$ cat config.mk
export PLATFORM = sky130hd
export DESIGN_NAME = ql_memory_bank_bl_wl_ctrl
export DESIGN_NICKNAME = d
export VERILOG_FILES = /design/src/rtl/ql_memory_bank_bl_wl_ctrl.sv
export SDC_FILE = /design/constraint.sdc
export NUM_CORES = 1
export LEC_CHECK = 0
export CORE_MARGIN = 10
export CORE_UTILIZATION = 50
export DETAILED_ROUTE_END_ITERATION = 12
export PLACE_DENSITY_LB_ADDON = 0.1
export REMOVE_ABC_BUFFERS = 1
export SYNTH_ARGS = -nofsm -noshare
export SYNTH_HDL_FRONTEND = slang
export SYNTH_SLANG_ARGS = --single-unit
export TNS_END_PERCENT = 100
$ cat constraint.sdc
create_clock -name prog_clk -period 2.93 [get_ports prog_clk]
set_clock_uncertainty 0.15 [all_clocks]
set_input_delay 0.586 -clock prog_clk [delete_from_list [all_inputs] [get_ports prog_clk]]
set_output_delay 0.586 -clock prog_clk [all_outputs]
set_load 0.05 [all_outputs]
$ cat src/rtl/ql_memory_bank_bl_wl_ctrl.sv
// Bitline/wordline programming controller for memory-bank routing tiles:
// loads one bitline frame per row, then pulses that row's wordline with programmable setup/pulse widths.
module ql_memory_bank_bl_wl_ctrl #(
  parameter int BL_WIDTH = 6,
  parameter int WL_WIDTH = 6,
  parameter int WL_SETUP = 1,
  parameter int WL_PULSE = 2
) (
  input  logic                prog_clk,
  input  logic                prog_reset_n,
  input  logic                start,
  input  logic                abort,
  input  logic [0:BL_WIDTH-1] din,
  input  logic                din_valid,
  output logic                din_ready,
  output logic [0:BL_WIDTH-1] bl,
  output logic [0:WL_WIDTH-1] wl,
  output logic                busy,
  output logic                done
);

  localparam int ROW_W  = (WL_WIDTH > 1) ? $clog2(WL_WIDTH) : 1;
  localparam int TMAX   = (WL_SETUP > WL_PULSE) ? WL_SETUP : WL_PULSE;
  localparam int TCNT_W = (TMAX > 1) ? $clog2(TMAX) : 1;

  localparam logic [ROW_W-1:0]    LAST_ROW   = ROW_W'(WL_WIDTH - 1);
  localparam logic [TCNT_W-1:0]   SETUP_LAST = TCNT_W'(WL_SETUP - 1);
  localparam logic [TCNT_W-1:0]   PULSE_LAST = TCNT_W'(WL_PULSE - 1);
  // wl[0] is the MSB of the ascending range, so shifting right by row selects wl[row].
  localparam logic [0:WL_WIDTH-1] WL_FIRST   = WL_WIDTH'(1) << (WL_WIDTH - 1);

  typedef enum logic [2:0] {
    S_IDLE,
    S_LOAD,
    S_SETUP,
    S_PULSE,
    S_HOLD,
    S_DONE
  } state_t;

  state_t              r_state;
  state_t              w_next_state;
  logic [ROW_W-1:0]    r_row;
  logic [TCNT_W-1:0]   r_tcnt;
  logic [0:BL_WIDTH-1] r_bl;
  logic [0:WL_WIDTH-1] r_wl;
  logic [0:WL_WIDTH-1] w_wl_sel;
  logic                w_bl_load;
  logic                w_tcnt_clr;
  logic                w_tcnt_inc;
  logic                w_row_clr;
  logic                w_row_inc;

  always_ff @(posedge prog_clk or negedge prog_reset_n) begin
    if (!prog_reset_n) begin
      r_state <= S_IDLE;
    end else begin
      r_state <= w_next_state;
    end
  end

  always_comb begin
    w_next_state = r_state;
    w_bl_load    = 1'b0;
    w_tcnt_clr   = 1'b0;
    w_tcnt_inc   = 1'b0;
    w_row_clr    = 1'b0;
    w_row_inc    = 1'b0;
    case (r_state)
      S_IDLE: begin
        if (start) begin
          w_next_state = S_LOAD;
          w_row_clr    = 1'b1;
        end
      end
      S_LOAD: begin
        if (din_valid) begin
          w_next_state = S_SETUP;
          w_bl_load    = 1'b1;
          w_tcnt_clr   = 1'b1;
        end
      end
      S_SETUP: begin
        if (r_tcnt == SETUP_LAST) begin
          w_next_state = S_PULSE;
          w_tcnt_clr   = 1'b1;
        end else begin
          w_tcnt_inc   = 1'b1;
        end
      end
      S_PULSE: begin
        if (r_tcnt == PULSE_LAST) begin
          w_next_state = S_HOLD;
        end else begin
          w_tcnt_inc   = 1'b1;
        end
      end
      S_HOLD: begin
        if (r_row == LAST_ROW) begin
          w_next_state = S_DONE;
        end else begin
          w_next_state = S_LOAD;
          w_row_inc    = 1'b1;
        end
      end
      S_DONE: begin
        w_next_state = S_IDLE;
      end
      default: begin
        w_next_state = S_IDLE;
      end
    endcase
    // Cancel wins over both a new start and a completing handshake.
    if (abort) begin
      w_next_state = S_IDLE;
      w_bl_load    = 1'b0;
      w_tcnt_clr   = 1'b0;
      w_tcnt_inc   = 1'b0;
      w_row_clr    = 1'b0;
      w_row_inc    = 1'b0;
    end
  end

  assign w_wl_sel = WL_FIRST >> r_row;

  always_ff @(posedge prog_clk or negedge prog_reset_n) begin
    if (!prog_reset_n) begin
      r_row  <= '0;
      r_tcnt <= '0;
      r_bl   <= '0;
      r_wl   <= '0;
    end else begin
      if (w_row_clr) begin
        r_row <= '0;
      end else if (w_row_inc) begin
        r_row <= r_row + ROW_W'(1);
      end
      if (w_tcnt_clr) begin
        r_tcnt <= '0;
      end else if (w_tcnt_inc) begin
        r_tcnt <= r_tcnt + TCNT_W'(1);
      end
      if (w_bl_load) begin
        r_bl <= din;
      end
      // Wordline is high exactly while the state register holds PULSE; row is stable across it.
      r_wl <= (w_next_state == S_PULSE) ? w_wl_sel : '0;
    end
  end

  assign bl        = r_bl;
  assign wl        = r_wl;
  assign din_ready = (r_state == S_LOAD);
  assign busy      = (r_state != S_IDLE);
  assign done      = (r_state == S_DONE);

endmodule

After elaboration in Yosys (flattened, before gate mapping)
Index checks and enable logic that the tools add are counted.
Widths: inputs -> output; s select.
{ "op_classes": {"add_sub_neg": 2, "eq_ne": 7, "n_shift": 1, "muxes": 27, "reduce_logical": 4} }
{ "op_table": {"columns": ["operator", "n"], "rows": [
  ["$mux 3", 8],
  ["$mux 1", 15],
  ["$pmux 3 s5", 1],
  ["$eq 3x2->1 const B", 3],
  ["$eq 3x3->1 const B", 3],
  ["$mux 6", 1],
  ["$shr 6x3->6 const A", 1],
  ["$pmux 1 s2", 2],
  ["$reduce_bool 2->1", 2],
  ["$add 3x1->3 const B", 1],
  ["$eq 3x1->1 const B", 1],
  ["$logic_not 3->1", 1],
  ["$reduce_bool 3->1", 1],
  ["$add 1x1->1 const B", 1]
]} }
{ "word_totals": {"ff_bits": 19, "inputBits": 11, "out_inout_bits": 15, "wordCells": 46} }

Depth between registers and ports, before layout
{ "depth": {"depth_word": 6, "depth_mapped": 5} }

Worst setup path after synthesis
Ideal clock, no wire load.
{ "synth_path": {"kind": "register -> register", "start": "register r_state[2]", "end": "register r_bl (netlist bit bl[0])", "setup_ns": 0.125, "arrival_ns": 1.745, "slack_ns": 0.910, "path_stages_with_launch": 4, "n_path_buf": 0, "path_cell_list": "dfrtp_1 > nor3b_2 > nand3b_2 > mux2_2"} }
{ "synth_via": {"elab_chain_cells": 3} }
{ "synth_lines": {"columns": ["element", "line", "source"], "rows": [
  ["start, declared", "41", "state_t r_state;"],
  ["start signal, assigned", "58", "r_state <= w_next_state;"],
  ["$eq 3x1->1", null, null],
  ["named net din_ready", "15", "output logic din_ready,"],
  ["$mux 1", "69", "case (r_state)"],
  ["$mux 1", "114", "if (abort) begin"],
  ["end signal, assigned", "144", "r_bl <= din;"],
  ["end, declared", "45", "logic [0:BL_WIDTH-1] r_bl;"]
]} }
The timed path passes the listed nets, and every way through them passes these cells.
A chain may end at the register's enable or synchronous reset.

Worst setup path after layout
{ "layout_path": {"start": "register r_state[1]", "end": "output port busy"} }
{ "layout_via": {"elab_chain_cells": 1} }
{ "layout_lines": {"columns": ["element", "line", "source"], "rows": [
  ["$reduce_bool 3->1", "154", "assign busy = (r_state != S_IDLE);"],
  ["end, declared", "18", "output logic busy,"]
]} }
Every way passes these cells.

==> flow_summary.rst <==
.. list-table::
   :header-rows: 1

   * - Metric
     - Value
   * - Post-CTS setup repair buffer count
     - 0
   * - 1st-iter DRT viols
     - 18
   * - Yosys synthesis warning count
     - 0
   * - Maximum number of pins on one net before global-route repair
     - 20
   * - Worst setup path class
     - flop to output port
   * - Total routing usage reported by global routing
     - approximately a tenth
   * - Static leakage
     - ~0.54 nW
   * - Global-route wire length before repair
     - 3130 um
   * - Leftover overflow at the end of global routing
     - 0
   * - Minimum period implied by the final worst setup slack
     - 2.71 ns
   * - Std-Cell Rows
     - 15
   * - Number of H-tree levels
     - 1
   * - Worst Max-Slew Pin Slew
     - 0.837 ns
   * - Sum of negative setup slack
     - 0 ns
   * - Cts repair resizes
     - 0
   * - Setup violations, final
     - 0
   * - Initial core utilization
     - 54.1%
   * - Number of vias per cell after detailed routing
     - 5.29
   * - Most Crowded Layer GR
     - met2
   * - I/O pin cnt
     - 26
   * - PwrDens
     - 590 nW/um^2
   * - Number of nets at the end of the flow
     - 124
   * - Antenna Nets Post-Route
     - 0
   * - Number of hold-slack violations in the final timing report
     - 0
   * - Type of element launching the critical path
     - flop
   * - Maximum vdd drop
     - 0.534 mV
   * - Final weighted congestion in routability-driven placement
     - 0.824
   * - Fmax achieved
     - roughly 370 MHz
   * - Number of filler cells placed in the layout
     - 143
   * - Die footprint
     - just over 4000 um^2
   * - Count of inserted antenna diode cells
     - 0
   * - Area added between synthesis and finish
     - 30.1%
   * - Global Route met3 Usage
     - 3.66%
   * - Worst-path maximum fanout
     - 12
   * - Die span in y
     - 63.9 um
   * - Class of the most critical hold timing path
     - flop to flop
   * - Fraction of layout instances using a drive strength above 1
     - between 10% and 20%
   * - Proportion of synthesized chip area in sequential cells
     - 49.3%
   * - Result of the run
     - completed
   * - Final-layout worst hold slack
     - between 0.3 and 0.4 ns
   * - Headroom to the max-slew limit
     - 44.1%
   * - Combined area of all synthesized cells
     - 965 um^2
   * - Die outline width
     - roughly 64 um
   * - Met2 global-route usage
     - 14.2%
   * - Required time at the endpoint of the critical path
     - 2.19 ns
   * - Placed Cells
     - 128
   * - Number of unique standard cell types used by synthesis
     - 29
   * - CTS tree
     - done
   * - Critical path endpoint category
     - output port
   * - Number of detailed-route iterations in the first pass
     - 4
   * - TritonCTS Buffers
     - 3
   * - Maximum Capacitance Violations
     - 0
   * - Met1 usage in global routing
     - 11.9%
   * - Clock edge transition at the registers on the reported setup and hold paths
     - 0.11 ns
   * - Routed length per placed instance
     - 14.6 um
   * - Input/output buffers
     - 25
   * - CTS sink cnt
     - 19
   * - Root Buffer Master
     - sky130_fd_sc_hd__clkbuf_4
   * - Via count of the first global-routing pass
     - 655
   * - # DRC
     - 0
   * - Number of flip-flops and latches in the synthesized netlist
     - 19
   * - Max-slew violations
     - 0
   * - Core area
     - ~1800 um^2
   * - Instance count of the mapped netlist
     - 80
   * - Setup repair after global routing missed its margin
     - false
   * - Post-route insts no fill
     - 132
   * - Ratio of final minimum period to clock period
     - 92.4%
   * - Total Routed Length
     - 1930 um
   * - Synthesized area per cell
     - 12.1 um^2
   * - Deepest clock path buffer count
     - 2
   * - Number of antenna violations at the first check in global routing
     - 0
   * - CP arrival
     - approximately 2.0 ns
   * - Via count
     - ~700
   * - Overall power
     - 0.741 mW
   * - CTS Hold Bufs
     - 0
   * - Final core area utilization
     - 70.4%
   * - Clock insertion delay at the later pin of the skew report
     - 0.30 ns
   * - HPWL reported at the end of detailed placement
     - approximately 1500 um
-- flip-flops by register name (all words and copies together), names as in the netlist --
name	flops
bl	6
r_row	3
r_state	3
r_tcnt	1
wl	6
-- final timing paths --
path / cells after the start / end / slack, ns / start
worst max-delay path: 2 / busy / 0.22 / r_state[1]
worst min-delay path: 1 / bl[2] / 0.36 / bl[2]
worst max register to register: 3 / wl[5] / 1.30 / r_state[2]
worst min register to register: 1 / bl[2] / 0.36 / bl[2]
max in group asynchronous: 1 / r_state[2] / 1.51 / prog_reset_n
min in group asynchronous: 1 / wl[5] / 0.60 / prog_reset_n
-- metal layers --
| layer | vias to the layer above | wire (um) |
|---|---|---|
| met3 | 4 | 133 |
| met5 | - | 0 |
| met2 | 21 | 876 |
| li1 | 347 | - |
| met1 | 326 | 888 |
| met4 | 0 | 31 |
-- cells in the mapped netlist --
cell type	n	area [um^2]
sky130_fd_sc_hd__inv_1	7	26.3
sky130_fd_sc_hd__a2111oi_1	4	40.0
sky130_fd_sc_hd__o21ai_0	2	10.0
sky130_fd_sc_hd__dfrtp_1	19	475
sky130_fd_sc_hd__a211oi_1	1	7.51
sky130_fd_sc_hd__a21oi_1	6	30.0
sky130_fd_sc_hd__mux2_2	6	67.6
sky130_fd_sc_hd__or3b_1	1	8.76
sky130_fd_sc_hd__and3b_1	1	8.76
sky130_fd_sc_hd__nand4_1	1	6.26
sky130_fd_sc_hd__nor2_1	2	7.51
sky130_fd_sc_hd__and2b_1	1	7.51
sky130_fd_sc_hd__nand3_1	5	25.0
sky130_fd_sc_hd__nand4b_1	1	8.76
sky130_fd_sc_hd__nand3b_2	1	11.3
sky130_fd_sc_hd__o21bai_2	1	11.3
sky130_fd_sc_hd__and3_1	1	6.26
sky130_fd_sc_hd__or3_4	1	11.3
sky130_fd_sc_hd__nand2_1	1	3.75
sky130_fd_sc_hd__nor2b_1	1	6.26
sky130_fd_sc_hd__a32o_1	1	10.0
sky130_fd_sc_hd__a2111oi_2	1	15.0
sky130_fd_sc_hd__nor3b_2	4	50.1
sky130_fd_sc_hd__buf_4	1	7.51
sky130_fd_sc_hd__o21ai_2	1	8.76
sky130_fd_sc_hd__buf_6	1	11.3
sky130_fd_sc_hd__a21o_1	2	15.0
sky130_fd_sc_hd__ha_1	5	62.6
sky130_fd_sc_hd__nor3_1	1	5.00
-- through the flow --
| stage | setup slack [ns] | area, um^2 |
|---|---|---|
| 2_1_floorplan | 0.883 | 946 |
| 3_3_place_gp | 0.582 | 1230 |
| 3_5_place_dp | 0.568 | 1230 |
| 4_1_cts | 0.204 | 1250 |
| 5_1_grt | 0.128 | 1250 |
| 6_report | 0.223 | 1250 |
-- worst max-delay path, stage by stage, from the launching register on --
cell and delay (ns):
sky130_fd_sc_hd__dfrtp_1 0.53, sky130_fd_sc_hd__or3_4 0.43, sky130_fd_sc_hd__clkdlybuf4s50_1 0.71
-- cell type report --
type | count | area, um^2 | share of cell area [%]
Multi-Input combinational cell | 52 | 444 | 35.4
Clock inverter | 1 | 5.00 | 0.399
Inverter | 7 | 26.3 | 2.09
Tap cell | 25 | 31.3 | 2.49
Timing Repair Buffer | 25 | 250 | 19.9
Sequential cell | 19 | 475 | 37.9
Clock buffer | 3 | 22.5 | 1.79
-- cell usage in the layout, fill, tap and decap left out --
cell type                          n
sky130_fd_sc_hd__clkdlybuf4s50_1  25
sky130_fd_sc_hd__dfrtp_1          19
sky130_fd_sc_hd__inv_1             7
sky130_fd_sc_hd__a21oi_1           6
sky130_fd_sc_hd__mux2_2            6
sky130_fd_sc_hd__nand3_1           5
sky130_fd_sc_hd__ha_1              5
sky130_fd_sc_hd__nor3b_2           4
sky130_fd_sc_hd__a2111oi_1         4
sky130_fd_sc_hd__clkbuf_4          3
sky130_fd_sc_hd__nor2_1            2
sky130_fd_sc_hd__a21o_1            2
sky130_fd_sc_hd__o21ai_0           2
sky130_fd_sc_hd__or3_4             1
sky130_fd_sc_hd__nor2b_1           1
sky130_fd_sc_hd__o21bai_2          1
sky130_fd_sc_hd__o21ai_2           1
sky130_fd_sc_hd__and2b_1           1
sky130_fd_sc_hd__a211oi_1          1
sky130_fd_sc_hd__nand4b_1          1
sky130_fd_sc_hd__a2111oi_2         1
sky130_fd_sc_hd__nand4_1           1
sky130_fd_sc_hd__and3b_1           1
sky130_fd_sc_hd__and3_1            1
sky130_fd_sc_hd__nor3_1            1
sky130_fd_sc_hd__nand2_1           1
sky130_fd_sc_hd__a32o_1            1
sky130_fd_sc_hd__nand3b_2          1
sky130_fd_sc_hd__or3b_1            1
sky130_fd_sc_hd__clkinv_2          1
-- cells by family after synthesis --
| family | Yosys count | synth area share (%) |
|---|---|---|
| fa+ha+maj | 5 | 6.49 |
| flops | 19 | 49.3 |
| mux | 6 | 7.00 |
| buf+inv | 9 | 4.67 |
| compound gates | 19 | 15.3 |
| simple gates | 22 | 17.3 |
-- power by group --
part	leakage, nW	internal [mW]	switching [mW]
clock network	0.0177	0.0509	0.0822
logic	0.275	0.107	0.178
registers	0.252	0.298	0.0254
total	0.545	0.455	0.285
Power figures use the tool's default switching activity.
